`src/rtl/gf233_pkg.sv`:
```
// Shared constants and types for the GF(2^233) sequential reducer.
// Field polynomial f(x) = x^233 + x^74 + 1 (NIST B-233 trinomial).
// The 465-bit product is folded top-down in FOLD_W-bit windows.
// win_hi() and win_lo() return the bit range of window j.
package gf233_pkg;

    localparam int M      = 233;
    localparam int K      = 74;
    localparam int FOLD_W = 58;
    localparam int PROD_W = 2 * M - 1;
    localparam int N_FOLD = (M - 1 + FOLD_W - 1) / FOLD_W;
    localparam int CNT_W  = (N_FOLD > 1) ? $clog2(N_FOLD) : 1;

    typedef enum logic [1:0] {
        IDLE,
        FOLD,
        DONE
    } state_e;

    typedef logic [PROD_W-1:0] prod_t;
    typedef logic [M-1:0]      elem_t;
    typedef logic [CNT_W-1:0]  cnt_t;

    // Top bit of fold window j.
    function automatic int win_hi(input int j);
        return PROD_W - 1 - j * FOLD_W;
    endfunction

    // Bottom bit of fold window j. The last window is clipped at x^M.
    function automatic int win_lo(input int j);
        int lo;
        lo = win_hi(j) - FOLD_W + 1;
        return (lo < M) ? M : lo;
    endfunction

endpackage

```
`src/rtl/gf233_reduce_seq_if.sv`:
```
// Handshake bundle for gf233_reduce_seq.
//   in_valid / in_ready / prod     : unreduced product from the multiplier
//   out_valid / out_ready / res    : reduced field element to the consumer
//   busy                           : reducer is not idle
// master = side that supplies products and takes results; slave = the reducer.
interface gf233_reduce_seq_if;

    logic                  in_valid;
    logic                  in_ready;
    gf233_pkg::prod_t      prod;
    logic                  out_valid;
    logic                  out_ready;
    gf233_pkg::elem_t      res;
    logic                  busy;

    modport master (
        output in_valid, prod, out_ready,
        input  in_ready, out_valid, res, busy
    );

    modport slave (
        input  in_valid, prod, out_ready,
        output in_ready, out_valid, res, busy
    );

endinterface

```
`src/rtl/gf233_fold_window.sv`:
```
// Combinational single-window fold for the B-233 reducer.
//   acc_i : partially reduced product
//   win_i : window index (0 = topmost window)
//   acc_o : acc_i with every set bit i of window win_i moved to
//           bits i-M and i-M+K (x^i = x^(i-M) * (x^K + 1) mod f)
// All targets lie below the window, so the bits of one window fold independently.
// An out-of-range index passes acc_i through unchanged.
module gf233_fold_window
    import gf233_pkg::*;
(
    input  prod_t acc_i,
    input  cnt_t  win_i,
    output prod_t acc_o
);

    function automatic prod_t fold_range(input prod_t a, input int lo, input int hi);
        prod_t r;
        r = a;
        for (int i = M; i < PROD_W; i++) begin
            if (i >= lo && i <= hi && a[i]) begin
                r[i]         = 1'b0;
                r[i - M]     = r[i - M] ^ 1'b1;
                r[i - M + K] = r[i - M + K] ^ 1'b1;
            end
        end
        return r;
    endfunction

    prod_t folded [N_FOLD];

    for (genvar j = 0; j < N_FOLD; j++) begin : g_win
        assign folded[j] = fold_range(acc_i, win_lo(j), win_hi(j));
    end

    always_comb begin
        // NOTE: acc_o gets a default before the selection loop so every path
        // assigns it and no latch is inferred.
        acc_o = acc_i;
        for (int j = 0; j < N_FOLD; j++) begin
            if (win_i == cnt_t'(j)) acc_o = folded[j];
        end
    end

endmodule

```
`src/rtl/gf233_reduce_seq.sv`:
```
// Sequential reduction of a 465-bit GF(2)[x] product modulo x^233 + x^74 + 1.
//   clk, rst_n : clock, asynchronous active-low reset
//   bus        : slave side of gf233_reduce_seq_if (product in, result out)
// Accepts a product in IDLE, spends N_FOLD cycles folding one window per
// cycle, then holds the result in DONE until out_ready is seen.
module gf233_reduce_seq
    import gf233_pkg::*;
(
    input  logic               clk,
    input  logic               rst_n,
    gf233_reduce_seq_if.slave  bus
);

    state_e state_q, state_d;
    prod_t  acc_q,   acc_d;
    cnt_t   cnt_q,   cnt_d;
    elem_t  res_q,   res_d;

    prod_t  folded;
    logic   last_win;

    gf233_fold_window u_fold (
        .acc_i (acc_q),
        .win_i (cnt_q),
        .acc_o (folded)
    );

    assign last_win = (cnt_q == cnt_t'(N_FOLD - 1));

    always_comb begin
        state_d = state_q;
        acc_d   = acc_q;
        cnt_d   = cnt_q;
        res_d   = res_q;
        unique case (state_q)
            IDLE: begin
                if (bus.in_valid) begin
                    acc_d   = bus.prod;
                    cnt_d   = '0;
                    state_d = FOLD;
                end
            end
            FOLD: begin
                acc_d = folded;
                cnt_d = cnt_q + cnt_t'(1);
                if (last_win) begin
                    res_d   = folded[M-1:0];
                    state_d = DONE;
                end
            end
            DONE: begin
                if (bus.out_ready) state_d = IDLE;
            end
            default: state_d = IDLE;
        endcase
    end

    // NOTE: acc is a single wide register, not a memory array, so it takes the
    // asynchronous reset like the rest of the state.
    always_ff @(posedge clk or negedge rst_n) begin
        if (!rst_n) begin
            state_q <= IDLE;
            acc_q   <= '0;
            cnt_q   <= '0;
            res_q   <= '0;
        end else begin
            // NOTE: non-blocking so every register samples the pre-edge values.
            state_q <= state_d;
            acc_q   <= acc_d;
            cnt_q   <= cnt_d;
            res_q   <= res_d;
            // Top-down folding must leave nothing at or above x^M.
            if (state_q == FOLD && last_win) begin
                assert (folded[PROD_W-1:M] == '0);
            end
        end
    end

    assign bus.in_ready  = (state_q == IDLE);
    assign bus.out_valid = (state_q == DONE);
    assign bus.busy      = (state_q != IDLE);
    assign bus.res       = res_q;

endmodule

```
`src/flat_wrapper.sv`:
```
// flat-port wrapper written by rule: the top's interface ports become plain ports
module gf233_reduce_seq_flat import gf233_pkg::*;
  (clk, rst_n, bus_in_valid, bus_prod, bus_out_ready, bus_in_ready, bus_out_valid, bus_res, bus_busy);
  gf233_reduce_seq_if bus_i ();
  input  logic clk;
  input  logic rst_n;
  input wire logic [$bits(bus_i.in_valid)-1:0] bus_in_valid;
  input wire logic [$bits(bus_i.prod)-1:0] bus_prod;
  input wire logic [$bits(bus_i.out_ready)-1:0] bus_out_ready;
  output wire logic [$bits(bus_i.in_ready)-1:0] bus_in_ready;
  output wire logic [$bits(bus_i.out_valid)-1:0] bus_out_valid;
  output wire logic [$bits(bus_i.res)-1:0] bus_res;
  output wire logic [$bits(bus_i.busy)-1:0] bus_busy;
  assign bus_i.in_valid = bus_in_valid;
  assign bus_i.prod = bus_prod;
  assign bus_i.out_ready = bus_out_ready;
  assign bus_in_ready = bus_i.in_ready;
  assign bus_out_valid = bus_i.out_valid;
  assign bus_res = bus_i.res;
  assign bus_busy = bus_i.busy;
  gf233_reduce_seq u_core (.clk(clk), .rst_n(rst_n), .bus(bus_i));
endmodule
```
`config.mk`:
```
export PLATFORM = sky130hd
export DESIGN_NAME = gf233_reduce_seq_flat
export DESIGN_NICKNAME = d
export VERILOG_FILES = /design/src/rtl/gf233_pkg.sv /design/src/rtl/gf233_reduce_seq_if.sv /design/src/rtl/gf233_fold_window.sv /design/src/rtl/gf233_reduce_seq.sv /design/src/flat_wrapper.sv
export SDC_FILE = /design/constraint.sdc
export NUM_CORES = 2
export LEC_CHECK = 0
export ABC_AREA = 1
export CELL_PAD_IN_SITES_DETAIL_PLACEMENT = 0
export CELL_PAD_IN_SITES_GLOBAL_PLACEMENT = 1
export CORE_MARGIN = 2
export CORE_UTILIZATION = 49
export CTS_CLUSTER_SIZE = 25
export DETAILED_ROUTE_END_ITERATION = 10
export DONT_BUFFER_PORTS = 1
export HOLD_SLACK_MARGIN = 0.06
export PLACE_DENSITY_LB_ADDON = 0.1
export SLEW_MARGIN = 15
export SYNTH_ARGS = -nofsm -noshare
export SYNTH_HDL_FRONTEND = slang
export SYNTH_HIERARCHICAL = 1
export SYNTH_SLANG_ARGS = --single-unit
```
`constraint.sdc`:
```
create_clock -name clk -period 2.4 [get_ports clk]
set_clock_uncertainty 0.1 [all_clocks]
set_input_delay 0.12 -clock clk [delete_from_list [all_inputs] [get_ports clk]]
set_output_delay 0.12 -clock clk [all_outputs]
set_load 0.02 [all_outputs]
```
**Word level (Yosys, flattened, before mapping)**

Index checks and enable logic that the tools add are counted.

- Add/sub/neg operators: 1
- Eq/ne operators: 93
- Muxes and demuxes: 476
- Bitwise gates (word level): 306
- Reductions and logical operators: 83

Operator list:

| cell | number |
|---|---|
| two-way mux 465 bit | 5 |
| one-hot mux 465 bit (2 select lines) | 1 |
| two-way mux 1 bit | 464 |
| AND reduction 6 bit | 59 |
| NOT 1 bit | 306 |
| != test 3 x 1 -> 1 bit (second input constant) | 58 |
| AND reduction 5 bit | 16 |
| != test 3 x 2 -> 1 bit (second input constant) | 19 |
| != test 2 bit (second input constant) | 8 |
| two-way mux 2 bit | 4 |
| == test 2 bit (second input constant) | 3 |
| != test 3 bit (second input constant) | 2 |
| one-hot mux 2 bit (3 select lines) | 1 |
| == test 2 x 1 -> 1 bit (second input constant) | 2 |
| zero test 2 bit | 2 |
| one-hot mux 2 bit (2 select lines) | 1 |
| AND reduction 2 bit | 2 |
| AND reduction 4 bit | 1 |
| nonzero test 2 bit | 2 |
| AND reduction 3 bit | 1 |
| adder 2 x 1 -> 2 bit (second input constant) | 1 |
| != test 2 x 1 -> 1 bit (second input constant) | 1 |

- Register bits: 702
- Input port bits: 469
- Output and inout port bits: 236
- Word-level logic and storage cells: 1,039

**Longest topological paths before layout**

- Depth after elaboration: 7
- Gate-level depth with buffers: 13
- Gate-level depth less buffers: 10

**Modules after synthesis**

Netlist, hierarchy kept.

Modules (own cells, without submodules):

| module | times used | cells each | area each (um^2) | seq. area each (um^2) |
|---|---|---|---|---|
| gf233_reduce_seq | 1 | 4,698 | 33,792.4 | 17,566.8 |
| gf233_fold_window | 1 | 1,751 | 8,147.8 | 0.0 |

**Worst setup path before layout**

OpenSTA, ideal clock, no wires.

- Path kind: reg2reg
- Start point: register u_core.cnt_q[1]
- End point: register u_core.acc_q[228]
- Library setup time: 0.117 ns
- Data arrival time: 1.366 ns
- Data required time: 2.183 ns
- Slack: 0.817 ns
- Cell stages (with the launch flop): 14
- Path buffers: 3
- Period minus slack after synthesis: 1.583 ns
- Path through: dfrtp_1 > buf_6 > inv_2 > buf_6 > buf_12 > nand3_4 > nand2_1 > nand2_1 > nand2_1 > inv_1 > inv_1 > nand2_1 > nand3_1 > nand2_1

- Cells in the longest elaborated chain, start to end: 6
- Elaborated cells between the ends (all ways): 9
- Classes of those cells: eq/ne (3); mux (5); reduce/logical (1)

Ends and longest elaborated chain:

| what | RTL line | RTL |
|---|---|---|
| from (decl) | gf233_reduce_seq.sv:16 | `cnt_t cnt_q, cnt_d;` |
| from (signal assigned) | gf233_reduce_seq.sv:70 | `cnt_q <= cnt_d;` |
| zero test 2 bit | gf233_fold_window.sv:40 | `if (win_i == cnt_t'(j)) acc_o = folded[j];` |
| two-way mux 465 bit (3 in a row) | gf233_fold_window.sv:40 |  |
| two-way mux 465 bit (*) | gf233_fold_window.sv:40 |  |
| via u_core.folded[228] | gf233_reduce_seq.sv:19 | `prod_t folded;` |
| one-hot mux 465 bit (2 select lines) (*) | gf233_reduce_seq.sv:35 | `unique case (state_q)` |
| to (signal assigned) | gf233_reduce_seq.sv:63 | `acc_q <= '0;` |
| to (signal assigned) | gf233_reduce_seq.sv:69 | `acc_q <= acc_d;` |
| to (decl) | gf233_reduce_seq.sv:15 | `prod_t acc_q, acc_d;` |

The timed path passes the listed nets; every way through them passes the cells marked *. The select of a mux whose other input is x is not followed.
A chain may end at the register's enable or synchronous reset.

**Worst setup path after layout**

- Start point: register u_core.state_q[0]
- End point: output bus_busy

- Cells in the longest elaborated chain, start to end: 1

Ends and longest elaborated chain:

| what | RTL line | RTL |
|---|---|---|
| from (decl) | gf233_reduce_seq.sv:14 | `state_e state_q, state_d;` |
| from (signal assigned) | gf233_reduce_seq.sv:68 | `state_q <= state_d;` |
| nonzero test 2 bit | gf233_reduce_seq.sv:81 | `assign bus.busy = (state_q != IDLE);` |
| to (decl) | flat_wrapper.sv:13 | `output wire logic [$bits(bus_i.busy)-1:0] bus_busy;` |

Every way passes these cells.

==> results.cfg <==
[sta]
max_freq_ghz = 0.435
max-slew-margin-rel_pct = -115
rsz0062_at_grt = false
slew_violations = 442
hold_viol = 702
finalWorstSetupSlack_ps = 99.5
fin_setup_tns_ps = 0
period_needed_ps = 2300
max_slew.worst_pin.slew_ps = 3230
fin_crit_sh_pct = 95.9
holdWs_ps = -903
final-setup-viol-count = 0

[floorplan]
start_util_pct = 49.3
num_rows = 107
dieArea_um2 = 87900
core-area_um2 = 85000
fp.dieW_um = 297
ios = 705
dieHeight_um = 297

[run]
cap_violations = 0

[finish]
nets = 7202
most-common-layout-cells = 2,677 x nand2_1, 1,321 x inv_1, 735 x nand3_1
mostFrequentLayoutCell = nand2_1
stdcell_area_um2 = 50000
syn2layout_area_growth_pct = 19.1
drive_gt1_share_pct = 3.90
fillers = 8029

[pwr]
ir_worst_vdd_v = 0.00153
swShare_pct = 49.6
power_w = 0.0772
pwr-share-clk_pct = 16.8
combPwrFrac_pct = 50.2
internal-power_w = 0.0389
p_per_area_nw_per_um2 = 1540
cellLeakagePower_nw = 29.3
p_switching_w = 0.0383
p_seq_share_pct = 33.1

[drt]
drt_wl_total_mm = 144
wl_per_cell_um = 18.1
antenna_left = 0
drc_errors = 0
vias = 39900
first_pass_iters = 6
avgViaCountPerCell = 5.02
drtIter0Drc = 3133

[clock_tree]
worstSkewPairLatency_ps = 640
path_clk_slew_ps = 60
cts_made_buffers = 83
htreeDepth = 3
clockBufferDepth = 3
tritoncts = yes
post-cts-setup-buffers = 0
cts_num_sinks = 702
cts-root-buf = clkbuf_16
hold_buffers = 466

[worst_setup_path]
worstPathRequired_ps = 2180
crit_path_end_kind = output port
critPathMaxFanout = 53
crit_type = flip-flop to output port
r2r-start = u_core/state_q[0]
critPathLaunch = u_core/state_q[0]
cp.arrival_ps = 2080
start_kind = flip-flop
r2r_slack_ps = 150
r2r_end = u_core/acc_q[221]
reg2reg_depth = 6

[yosys]
ys.warnings.count = 6
yosys_register_bits = 702
syn-num-nets = 6919
syn_avg_cell_area_um2 = 6.50
ys_types = 30
seq_area_frac_synth_pct = 41.9
syn_area_um2 = 41900
synthCells = 6449

[global_route]
grt_pass1_wl_mm = 219
grt_usage_pct = 32.1
antenna_found_initial = 19
grt_start_max_net_pins = 703
grt_pass1_vias = 37600
grt_overflow = 0

[placement]
gp_congestion = 0.866
placed_area_um2 = 42500
portBuffers = 0
post-place-ws_ps = 186
dp_hpwl_mm = 92.1

[hold_path]
hold_path.class = input pin to async pin

[run_status]
violations = hold timing, slew limit
status = finished with violations
-- routing by layer --
layer / GRT usage, % / share of wire [%] / up-vias
li1: - / - / 19600
met4: 15.4 / 4.8 / 12
met3: 4.72 / 6.1 / 321
met1: 42.9 / 43 / 18600
met5: 0 / 0.056 / -
met2: 51.2 / 46 / 1363
-- final cells by class --
type	count	area (µm²)	share of cell area (%)
flip-flops and latches	702	17600	35.2
repair buffers	519	5490	11.0
clock inverters	24	285	0.571
inverters	1327	5000	10.0
clock buffers	123	2440	4.89
well taps	1144	1430	2.87
multi-input cells	4099	17700	35.4
diodes	14	35.0	0.0701
-- per-stage QoR --
stage          instances  utilization [%]  hold WS (ps)
6_report            7952             58.8          -903
2_1_floorplan       6449                -          -276
3_5_place_dp        7325             50.0          -257
5_1_grt             7951             58.8          -924
3_3_place_gp        7325             50.0          -260
4_1_cts             7938             58.7          -939
-- power groups by stage --
stage	logic [W]	clock network, W	registers, W
floorplan	0.0295	0	0.0238
global placement	0.0372	0	0.0255
detailed placement	0.0379	0	0.0256
CTS	0.0387	0.0132	0.0255
global route	0.0444	0.0136	0.0263
finish	0.0387	0.0129	0.0255
-- how the worst max path moves through the flow --
stage / endpoint
2_1_floorplan: u_core/acc_q[228]
3_3_place_gp: u_core/acc_q[147]
3_5_place_dp: u_core/acc_q[221]
4_1_cts: bus_busy
5_1_grt: u_core/acc_q[149]
6_report: bus_busy
-- worst max-delay path: stages, from the launching register on --
cell     delay [ps]
dfrtp_4         490
buf_6           410
nor2_1          110
buf_4           190
inv_1           240
-- Yosys cell counts --
cell      instances  area (µm²)
nand3b_1         42         315
nor2_1          177         664
nor2_2            2        12.5
nand3_1         735        3680
nand3_2          10         100
o21ai_1         229        1150
o31ai_1           1        7.51
xnor2_1          75         657
inv_1          1321        4960
buf_8             1        15.0
inv_4             2        12.5
nand3_4          10         175
ha_1              1        12.5
nor3_2           10         100
nand2_4           1        11.3
nor3_1            5        25.0
o21ai_0          47         235
a21oi_1          17        85.1
inv_2             4        15.0
buf_1            11        41.3
dfrtp_1         702       17600
nand2_1        2678       10100
buf_6            12         135
clkbuf_1         36         135
buf_12            1        20.0
and3_1           15        93.8
nor2_4            2        22.5
buf_2           227        1140
buf_4            33         248
nand2_2          42         263
-- kinds of logic after synthesis --
| logic type | count (synthesis) | share of synthesized area [%] |
|---|---|---|
| AO/OA/AOI/OAI | 294 | 3.51 |
| XOR/XNOR | 75 | 1.57 |
| adder cells (fa/ha/maj) | 1 | 0.0298 |
| buffers and inverters | 1648 | 16.0 |
| flip-flops | 702 | 41.9 |
| AND/OR/NAND/NOR | 3729 | 37.0 |
-- timing repair --
| action | CTS | global route |
|---|---|---|
| resized for setup | 1 | 0 |
| hold endpoints to repair | 1168 | 702 |
| endpoints found under the setup margin | 1 | 0 |
-- registers in the layout (all words and copies together) (netlist names) --
signal          cells
u_core/acc_q      465
u_core/bus.res    233
u_core/cnt_q        2
u_core/state_q      2
Note: power is estimated with default switching activity, not from simulation.
